File: src/rtl/ysyx_22040759_mem_arbiter.sv
// Round-robin arbiter sharing one AXI read master and one AXI write master
// between instruction fetch (read-only) and the load/store unit (read/write).
module ysyx_22040759_mem_arbiter #(
    parameter int ADDR_WIDTH     = 32,
    parameter int DATA_WIDTH     = 64,
    parameter int TIMEOUT_CYCLES = 1023
) (
    input  logic                  clk,
    input  logic                  rst,

    input  logic                  if_req_i,
    input  logic [ADDR_WIDTH-1:0] if_addr_i,
    output logic                  if_resp_valid_o,
    output logic [DATA_WIDTH-1:0] if_rdata_o,

    input  logic                  mem_req_i,
    input  logic                  mem_wen_i,
    input  logic [ADDR_WIDTH-1:0] mem_addr_i,
    input  logic [2:0]            mem_size_i,
    input  logic [DATA_WIDTH-1:0] mem_wdata_i,
    output logic                  mem_resp_valid_o,
    output logic [DATA_WIDTH-1:0] mem_rdata_o,

    output logic                  rd_addr_valid_o,
    output logic [ADDR_WIDTH-1:0] rd_addr_o,
    output logic [2:0]            rd_size_o,
    input  logic                  rd_data_valid_i,
    input  logic [DATA_WIDTH-1:0] rd_data_i,

    output logic                  wr_addr_valid_o,
    output logic [ADDR_WIDTH-1:0] wr_addr_o,
    output logic [2:0]            wr_size_o,
    output logic [DATA_WIDTH-1:0] wr_data_o,
    input  logic                  wr_data_valid_i,

    output logic                  timeout_o
);

    localparam int                CNT_W   = $clog2(TIMEOUT_CYCLES + 1);
    localparam logic [CNT_W-1:0]  CNT_MAX = CNT_W'(TIMEOUT_CYCLES);

    typedef enum logic [2:0] {
        S_IDLE,
        S_IF_RD,
        S_MEM_RD,
        S_MEM_WR,
        S_RESP
    } state_e;

    typedef enum logic {
        OWNER_IF,
        OWNER_MEM
    } owner_e;

    state_e                state_q,      state_d;
    owner_e                last_grant_q, last_grant_d;
    owner_e                owner_q,      owner_d;
    logic [ADDR_WIDTH-1:0] addr_q,       addr_d;
    logic [2:0]            size_q,       size_d;
    logic [DATA_WIDTH-1:0] wdata_q,      wdata_d;
    logic                  rd_valid_q,   rd_valid_d;
    logic                  wr_valid_q,   wr_valid_d;
    logic [DATA_WIDTH-1:0] rdata_q,      rdata_d;
    logic                  if_resp_q,    if_resp_d;
    logic                  mem_resp_q,   mem_resp_d;
    logic [CNT_W-1:0]      cnt_q,        cnt_d;
    logic                  timeout_q,    timeout_d;

    logic                  grant_mem;
    logic                  busy;

    // MEM wins when alone, or on a tie when IF was served last.
    assign grant_mem = mem_req_i && (!if_req_i || (last_grant_q == OWNER_IF));
    assign busy      = (state_q == S_IF_RD) || (state_q == S_MEM_RD) || (state_q == S_MEM_WR);

    always_comb begin
        // NOTE: every _d gets a default first so no path leaves it unassigned (no latches).
        state_d      = state_q;
        last_grant_d = last_grant_q;
        owner_d      = owner_q;
        addr_d       = addr_q;
        size_d       = size_q;
        wdata_d      = wdata_q;
        rd_valid_d   = rd_valid_q;
        wr_valid_d   = wr_valid_q;
        rdata_d      = rdata_q;
        if_resp_d    = 1'b0;
        mem_resp_d   = 1'b0;
        cnt_d        = cnt_q;
        timeout_d    = timeout_q;

        if (busy) begin
            if (cnt_q != CNT_MAX) begin
                cnt_d = cnt_q + CNT_W'(1);
            end
            if (cnt_d == CNT_MAX) begin
                timeout_d = 1'b1;
            end
        end

        case (state_q)
            S_IDLE: begin
                if (if_req_i || mem_req_i) begin
                    cnt_d = '0;
                    if (grant_mem) begin
                        last_grant_d = OWNER_MEM;
                        owner_d      = OWNER_MEM;
                        addr_d       = mem_addr_i;
                        size_d       = mem_size_i;
                        if (mem_wen_i) begin
                            wdata_d    = mem_wdata_i;
                            wr_valid_d = 1'b1;
                            state_d    = S_MEM_WR;
                        end else begin
                            wdata_d    = '0;
                            rd_valid_d = 1'b1;
                            state_d    = S_MEM_RD;
                        end
                    end else begin
                        last_grant_d = OWNER_IF;
                        owner_d      = OWNER_IF;
                        addr_d       = if_addr_i;
                        size_d       = 3'd3;
                        wdata_d      = '0;
                        rd_valid_d   = 1'b1;
                        state_d      = S_IF_RD;
                    end
                end
            end

            S_IF_RD, S_MEM_RD: begin
                if (rd_data_valid_i) begin
                    rdata_d    = rd_data_i;
                    rd_valid_d = 1'b0;
                    if (owner_q == OWNER_IF) begin
                        if_resp_d = 1'b1;
                    end else begin
                        mem_resp_d = 1'b1;
                    end
                    state_d = S_RESP;
                end
            end

            S_MEM_WR: begin
                if (wr_data_valid_i) begin
                    rdata_d    = '0;
                    wr_valid_d = 1'b0;
                    mem_resp_d = 1'b1;
                    state_d    = S_RESP;
                end
            end

            // The response cycle never arbitrates, so a held request waits for IDLE.
            S_RESP: begin
                state_d = S_IDLE;
            end

            default: begin
                rd_valid_d = 1'b0;
                wr_valid_d = 1'b0;
                state_d    = S_IDLE;
            end
        endcase
    end

    always_ff @(posedge clk) begin
        // NOTE: state is updated with non-blocking assignments so all flops sample the same pre-edge values.
        if (rst) begin
            state_q      <= S_IDLE;
            last_grant_q <= OWNER_IF;
            owner_q      <= OWNER_IF;
            addr_q       <= '0;
            size_q       <= '0;
            wdata_q      <= '0;
            rd_valid_q   <= 1'b0;
            wr_valid_q   <= 1'b0;
            rdata_q      <= '0;
            if_resp_q    <= 1'b0;
            mem_resp_q   <= 1'b0;
            cnt_q        <= '0;
            timeout_q    <= 1'b0;
        end else begin
            state_q      <= state_d;
            last_grant_q <= last_grant_d;
            owner_q      <= owner_d;
            addr_q       <= addr_d;
            size_q       <= size_d;
            wdata_q      <= wdata_d;
            rd_valid_q   <= rd_valid_d;
            wr_valid_q   <= wr_valid_d;
            rdata_q      <= rdata_d;
            if_resp_q    <= if_resp_d;
            mem_resp_q   <= mem_resp_d;
            cnt_q        <= cnt_d;
            timeout_q    <= timeout_d;
        end
    end

    assign if_resp_valid_o  = if_resp_q;
    assign if_rdata_o       = rdata_q;
    assign mem_resp_valid_o = mem_resp_q;
    assign mem_rdata_o      = rdata_q;

    assign rd_addr_valid_o  = rd_valid_q;
    assign rd_addr_o        = addr_q;
    assign rd_size_o        = size_q;

    assign wr_addr_valid_o  = wr_valid_q;
    assign wr_addr_o        = addr_q;
    assign wr_size_o        = size_q;
    assign wr_data_o        = wdata_q;

    assign timeout_o        = timeout_q;

endmodule

File: config.mk
export PLATFORM = sky130hd
export DESIGN_NAME = ysyx_22040759_mem_arbiter
export DESIGN_NICKNAME = d
export VERILOG_FILES = /design/src/rtl/ysyx_22040759_mem_arbiter.sv
export SDC_FILE = /design/constraint.sdc
export NUM_CORES = 1
export LEC_CHECK = 0
export CAP_MARGIN = 20
export CORE_AREA = 8 8 176 178
export DETAILED_ROUTE_END_ITERATION = 16
export DIE_AREA = 0 0 184 186
export DONT_BUFFER_PORTS = 1
export MAX_ROUTING_LAYER = met4
export PLACE_DENSITY_LB_ADDON = 0.3
export SYNTH_ARGS = -nofsm -noshare
export SYNTH_HDL_FRONTEND = slang
export SYNTH_SLANG_ARGS = --single-unit
File: constraint.sdc
create_clock -name clk -period 4 [get_ports clk]
set_input_delay 0.2 -clock clk [delete_from_list [all_inputs] [get_ports clk]]
set_output_delay 0.2 -clock clk [all_outputs]
set_load 0.02 [all_outputs]
==> flow_metrics.env, run 1 <==
export IMPL_path_clk_slew_ps=70
export IMPL_layout_nets=1059
export IMPL_first_pass_iters=5
export IMPL_stdcell_area_mm2=0.00942
export IMPL_synth_most_common_cell="dfxtp_1"
export IMPL_rows=62
export IMPL_max_cap_violations=0
export IMPL_dp_cells=1042
export IMPL_track_usage_pct=14.0
export IMPL_synth_seq_cells=182
export IMPL_via_count=5971
export IMPL_stdcell_count=1255
export IMPL_grt_pass1_wl_um=36200
export IMPL_synth_top_cell_by_area="dfxtp_1"
export IMPL_cp_arrival_ps=2840
export IMPL_gp_congestion=0.746
export IMPL_setup_viol=0
export IMPL_drive_gt1_share_pct=5.53
export IMPL_clk_latency_ps=420
export IMPL_area_growth_pct=25.0
export IMPL_cts_path_max_buffers=2
export IMPL_clock_skew_ps=6.98
export IMPL_post_drt_wl_per_cell_um=19.7
export IMPL_layout_min_cycle_time_ps=2470
export IMPL_synth_cell_area_mm2=0.00754
export IMPL_worstHoldStart="mem_addr_i[26]"
export IMPL_die_h_um=186
export IMPL_reg2reg_from="state_q[1]$_SDFFE_PP0P_"
export IMPL_hpwlAfterDp_um=16400
export IMPL_die_area_mm2=0.0342
export IMPL_slew_headroom_pct=33.1
export IMPL_cts_root_buf="clkbuf_16"
export IMPL_p_per_area_mw_per_mm2=510
export IMPL_cts_resized=0
export IMPL_rsz0062_at_grt="false"
export IMPL_grt_antenna_before_repair=3
export IMPL_syn_avg_cell_area_um2=9.27
export IMPL_post_route_period_util_pct=61.8
export IMPL_path_class="flop to flop"
export IMPL_io_buffers=0
export IMPL_synth_top_area_share_pct=48.3
export IMPL_hold_end="rd_addr_o[26]$_SDFFE_PP0P_"
export IMPL_synth_edff_count=0
export IMPL_worstPathMaxFanout=76
export IMPL_async_reset_ff_share_pct=0
export IMPL_post_route_util_pct=33.4
export IMPL_rrSetupSlack_ps=1530
export IMPL_synth_warnings=0
export IMPL_grt_ovfl_total=0
export IMPL_synth_common_cells="dfxtp_1, buf_4, nand2_1, a21oi_1, nand3_1"
export IMPL_required_ps=4370
export IMPL_cp_end_kind="flop"
export IMPL_drtAntennaViolNets=0
export IMPL_outcome="finished, final reports clean"
export IMPL_synth_cell_types=48
export IMPL_critPathSlowestCell="buf_4"
export IMPL_tightestPinTransition_ps=1000
export IMPL_slowest_delay_ps=610
export IMPL_ios=469
export IMPL_cts_tree="yes"
export IMPL_cts_made_buffers=17
export IMPL_finalSetupTns_ps=0
export IMPL_first_global_vias=6028
export IMPL_finalMaxSlewViolations=0
export IMPL_seq_area_frac_synth_pct=48.3
export IMPL_fillers=2867
export IMPL_hold_buffers=178
export IMPL_vdd_drop_max_mv=0.269
export IMPL_drc=0
export IMPL_syn_inst=813
export IMPL_h_tree_depth=4
export IMPL_wl_um=24700
export IMPL_synth_area_leaders="dfxtp_1, buf_4, a22o_1"
export IMPL_ys_flop_type="dfxtp_1"
export IMPL_r2r_end="rd_addr_o[3]$_SDFFE_PP0P_"
export IMPL_clock_fmax_ghz=0.405
export IMPL_critPathLaunchType="flop"
export IMPL_die_w_um=184
export IMPL_placedInstanceArea_mm2=0.00703
export IMPL_hold_slack_ps=10.4
export IMPL_start_util_pct=26.7
export IMPL_hp_class="input pin to flop"
export IMPL_postCtsSetupBuffers=0
export IMPL_clkSinkCount=182
export IMPL_first_iter_violations=247
export IMPL_rr_worst_depth=6
export IMPL_crit_path_start="state_q[1]$_SDFFE_PP0P_"
export IMPL_fp_coreArea_mm2=0.0282
export IMPL_holdPathStages=2
export IMPL_grt_max_degree=109
export IMPL_final_hold_viol_count=0
export IMPL_path_cells="or2_4 > nor3_4 > buf_4 > nor2_1 > a211oi_1 > dlygate4sd3_1"
export IMPL_p_leak_nw=3.44
export IMPL_synth_net_count=1016
export IMPL_viasPerCell=4.76
## metrics by stage
step | power, mW | worst slack, ps
2_1_floorplan | 3.03 | 2270
3_3_place_gp | 2.99 | 1780
4_1_cts | 4.89 | 1530
6_report | 4.80 | 1530
3_5_place_dp | 3.00 | 1770
5_1_grt | 5.08 | 1320
## cell usage in the layout (no fill, tap or decap), types with 2 or more instances in the layout
| cell | synthesis | layout |
|---|---|---|
| nor4_1 | 2 | 2 |
| nor2_1 | 55 | 54 |
| a22o_1 | 64 | 64 |
| inv_1 | 4 | 4 |
| inv_6 | 0 | 4 |
| clkbuf_1 | 22 | 2 |
| nand2_1 | 77 | 77 |
| clkbuf_16 | 0 | 17 |
| inv_8 | 0 | 2 |
| dlygate4sd3_1 | 0 | 178 |
| clkinv_2 | 0 | 2 |
| o21ai_0 | 5 | 5 |
| nand2b_1 | 5 | 5 |
| a21oi_1 | 74 | 74 |
| a311oi_1 | 2 | 2 |
| bufinv_16 | 0 | 2 |
| diode_2 | 0 | 3 |
| a31oi_1 | 2 | 2 |
| or2_2 | 2 | 2 |
| dfxtp_1 | 182 | 182 |
| clkinvlp_4 | 0 | 2 |
| xor2_1 | 2 | 2 |
| a211oi_1 | 34 | 34 |
| nor3_1 | 6 | 6 |
| xnor2_1 | 3 | 3 |
| mux2i_1 | 35 | 35 |
| buf_4 | 100 | 7 |
| nand3_1 | 72 | 72 |
## cell families after synthesis
kind of cell,share of synthesized area [%]
simple gates,13.9
compound gates,18.0
flops,48.3
buf+inv,14.4
mux,4.65
xor+xnor,0.581
fa+ha+maj,0.166
## report_power, final
part	switching, mW	internal, mW	leakage (nW)
combinational	0.347	0.297	1.68
clock	0.742	0.932	0.278
sequential	0.512	1.97	1.49
## how the worst max path moves through the flow
stage	end	slack [ps]	depth (start not counted)
after floorplan	timeout_o$_SDFFE_PP0P_	2270	7
after global placement	wr_addr_valid_o$_SDFFE_PP0P_	1780	5
final	rd_addr_o[3]$_SDFFE_PP0P_	1530	6
after CTS	rd_addr_o[3]$_SDFFE_PP0P_	1530	6
after detailed placement	wr_data_o[10]$_SDFFE_PP0P_	1770	4
after global routing	rd_addr_o[3]$_SDFFE_PP0P_	1320	6
## critical path: cells and delay by family, from the launching register on
family          cells  cell delay, ps
buf+inv             2            1180
compound gates      1             210
flops               1             390
simple gates        3             590
## flip-flops by register name, indices dropped and copies added (netlist names)
name	flops
if_rdata_o	64
wr_data_o	64
rd_addr_o	32
cnt_q	10
rd_size_o	3
state_q	3
if_resp_valid_o	1
mem_resp_valid_o	1
owner_q	1
rd_addr_valid_o	1
timeout_o	1
wr_addr_valid_o	1
## layer usage
layer  global-route usage [%]  vias up  part of all wire, %  wire [um]
met3                     5.31       32                  8.6       2140
met5                        -        -                    0          0
met4                     5.29        0                  1.4        354
li1                         -     2847                    -          -
met1                     14.2     2774                   37       9140
met2                     24.3      318                   53      13100
## layout make-up
cell class / instances / area (um2) / share of cell area, %
diodes: 3 / 7.51 / 0.0797
clock buffers: 19 / 433 / 4.60
clock inverters: 12 / 143 / 1.51
inverters: 4 / 15.0 / 0.159
multi-input cells: 465 / 2840 / 30.1
flip-flops and latches: 182 / 3640 / 38.7
well taps: 384 / 480 / 5.10
repair buffers: 186 / 1860 / 19.8
Note: power is estimated with default switching activity, not from simulation.
==> inputs of run 2 (changes only) <==
Clock period 4 ns to 2.2 ns, I/O delays scaled along.
==> run 2 against run 1 <==
Against the previous run:
- clock skew rose by 1.7 ps
- sequential power grew 82%
- register-to-register slack got worse by 1400 ps
- maximum frequency grew 22%
- flip-flop and latch count unchanged
- core utilization rose by 1.3 points
- setup slack got worse by 1400 ps
- largest cell class unchanged
==> flow_metrics.env, run 2 (synthesis results as in run 1) <==
export IMPL_outcome="finished, final reports clean"
export IMPL_p_per_area_mw_per_mm2=920
export IMPL_ios=469
export IMPL_cp_end_kind="flop"
export IMPL_setup_viol=0
export IMPL_post_route_period_util_pct=92.4
export IMPL_layout_min_cycle_time_ps=2030
export IMPL_clkSinkCount=182
export IMPL_p_int_mw=6.05
export IMPL_viasPerCell=4.82
export IMPL_rsz0062_at_grt="false"
export IMPL_fp_coreArea_mm2=0.0282
export IMPL_drive_gt1_share_pct=6.49
export IMPL_post_place_ws_ps=349
export IMPL_layout_nets=1085
export IMPL_final_common_cell="dlygate4sd3_1"
export IMPL_critPathLaunchType="flop"
export IMPL_wl_um=24900
export IMPL_hold_slack_ps=44.8
export IMPL_finalSetupTns_ps=0
export IMPL_die_w_um=184
export IMPL_hp_class="input pin to flop"
export IMPL_most_common_layout_cells="dlygate4sd3_1, dfxtp_1, nand2_1, a21oi_1, nand3_1"
export IMPL_grt_antenna_before_repair=1
export IMPL_fillers=2868
export IMPL_tightestPinTransition_ps=577
export IMPL_p_seq_share_pct=50.1
export IMPL_slew_headroom_pct=61.5
export IMPL_finalMaxSlewViolations=0
export IMPL_first_iter_violations=250
export IMPL_cts_resized=0
export IMPL_drc=0
export IMPL_path_clk_slew_ps=70
export IMPL_cts_path_max_buffers=2
export IMPL_rows=62
export IMPL_vdd_drop_max_mv=0.462
export IMPL_clock_power_share_pct=35.6
export IMPL_worstPathMaxFanout=27
export IMPL_switchingPower_mw=2.95
export IMPL_grt_pass1_wl_um=36900
export IMPL_comb_power_share_pct=14.3
export IMPL_die_area_mm2=0.0342
export IMPL_required_ps=2560
export IMPL_final_hold_viol_count=0
export IMPL_cts_root_buf="clkbuf_16"
export IMPL_multiInputGateArea_mm2=0.00284
export IMPL_p_sw_share_pct=32.8
export IMPL_clock_fmax_ghz=0.492
export IMPL_grt_max_degree=110
export IMPL_io_buffers=0
export IMPL_clk_latency_ps=420
export IMPL_max_cap_violations=0
export IMPL_first_pass_iters=5
export IMPL_via_count=6166
export IMPL_p_leak_nw=3.61
export IMPL_first_global_vias=6467
export IMPL_cts_made_buffers=17
export IMPL_p_total_mw=9.00
export IMPL_die_h_um=186
export IMPL_clock_skew_ps=8.68
export IMPL_gp_congestion=0.782
export IMPL_hpwlAfterDp_um=16200
export IMPL_track_usage_pct=14.2
export IMPL_cp_arrival_ps=2400
export IMPL_grt_ovfl_total=0
export IMPL_area_growth_pct=29.8
export IMPL_cts_tree="yes"
export IMPL_worst_slack_ps=166
export IMPL_h_tree_depth=4
export IMPL_drtAntennaViolNets=0
export IMPL_path_class="flop to flop"
export IMPL_regArea_mm2=0.00364
export IMPL_start_util_pct=26.7
export IMPL_post_drt_wl_per_cell_um=19.5
==> run 2: routing by layer <==
layer	share of wire (%)	track usage, %	wire length (um)
met3	8.4	4.78	2090
met5	0	-	0
met1	36	13.7	8870
met2	53	25.6	13200
met4	3.2	6.65	801
==> run 2: critical path, cell delays in order (launching register included) <==
cell and delay (ps):
dfxtp_1 390, or2_4 320, nor3_4 310, buf_12 220, a32oi_1 70, dlygate4sd3_1 580
nor2_1 80
==> run 2: through the flow <==
| stage | instance area (um2) | utilization [%] | std cells |
|---|---|---|---|
| finish | 9780 | 34.6 | 1278 |
| CTS | 9770 | 34.6 | 1276 |
| floorplan | 7540 | - | 813 |
| global placement | 7200 | 25.5 | 1051 |
| global route | 9780 | 34.6 | 1278 |
| detailed placement | 7200 | 25.5 | 1051 |
==> run 2: path summary, 6_finish.rpt <==
| kind | from | to | cells after the start | slack (ps) |
|---|---|---|---|---|
| setup / recovery | state_q[1]$_SDFFE_PP0P_ | state_q[0]$_SDFFE_PP0P_ | 6 | 170 |
| hold / removal | if_addr_i[2] | rd_addr_o[2]$_SDFFE_PP0P_ | 2 | 40 |
| setup reg to reg | state_q[1]$_SDFFE_PP0P_ | state_q[0]$_SDFFE_PP0P_ | 6 | 170 |
| hold reg to reg | cnt_q[1]$_SDFF_PP0_ | cnt_q[1]$_SDFF_PP0_ | 2 | 530 |
==> run 2: layout make-up <==
type,instances,area share (%)
flip-flops and latches,182,37.2
multi-input cells,465,29.0
repair buffers,212,22.5
well taps,384,4.91
clock buffers,18,4.49
clock inverters,12,1.70
inverters,4,0.153
diodes,1,0.0256
==> run 2: power groups by stage <==
stage / Combinational, mW / Clock (mW) / Sequential, mW
floorplan: 1.32 / 0 / 4.18
global placement: 0.912 / 0 / 4.59
detailed placement: 0.923 / 0 / 4.59
CTS: 1.28 / 3.36 / 4.52
global route: 1.42 / 3.51 / 4.56
finish: 1.29 / 3.21 / 4.51
==> run 2: what timing repair did <==
action                                 CTS  global route
setup buffers                            0             0
endpoints found under the hold margin  172             1
hold buffers                           195             1
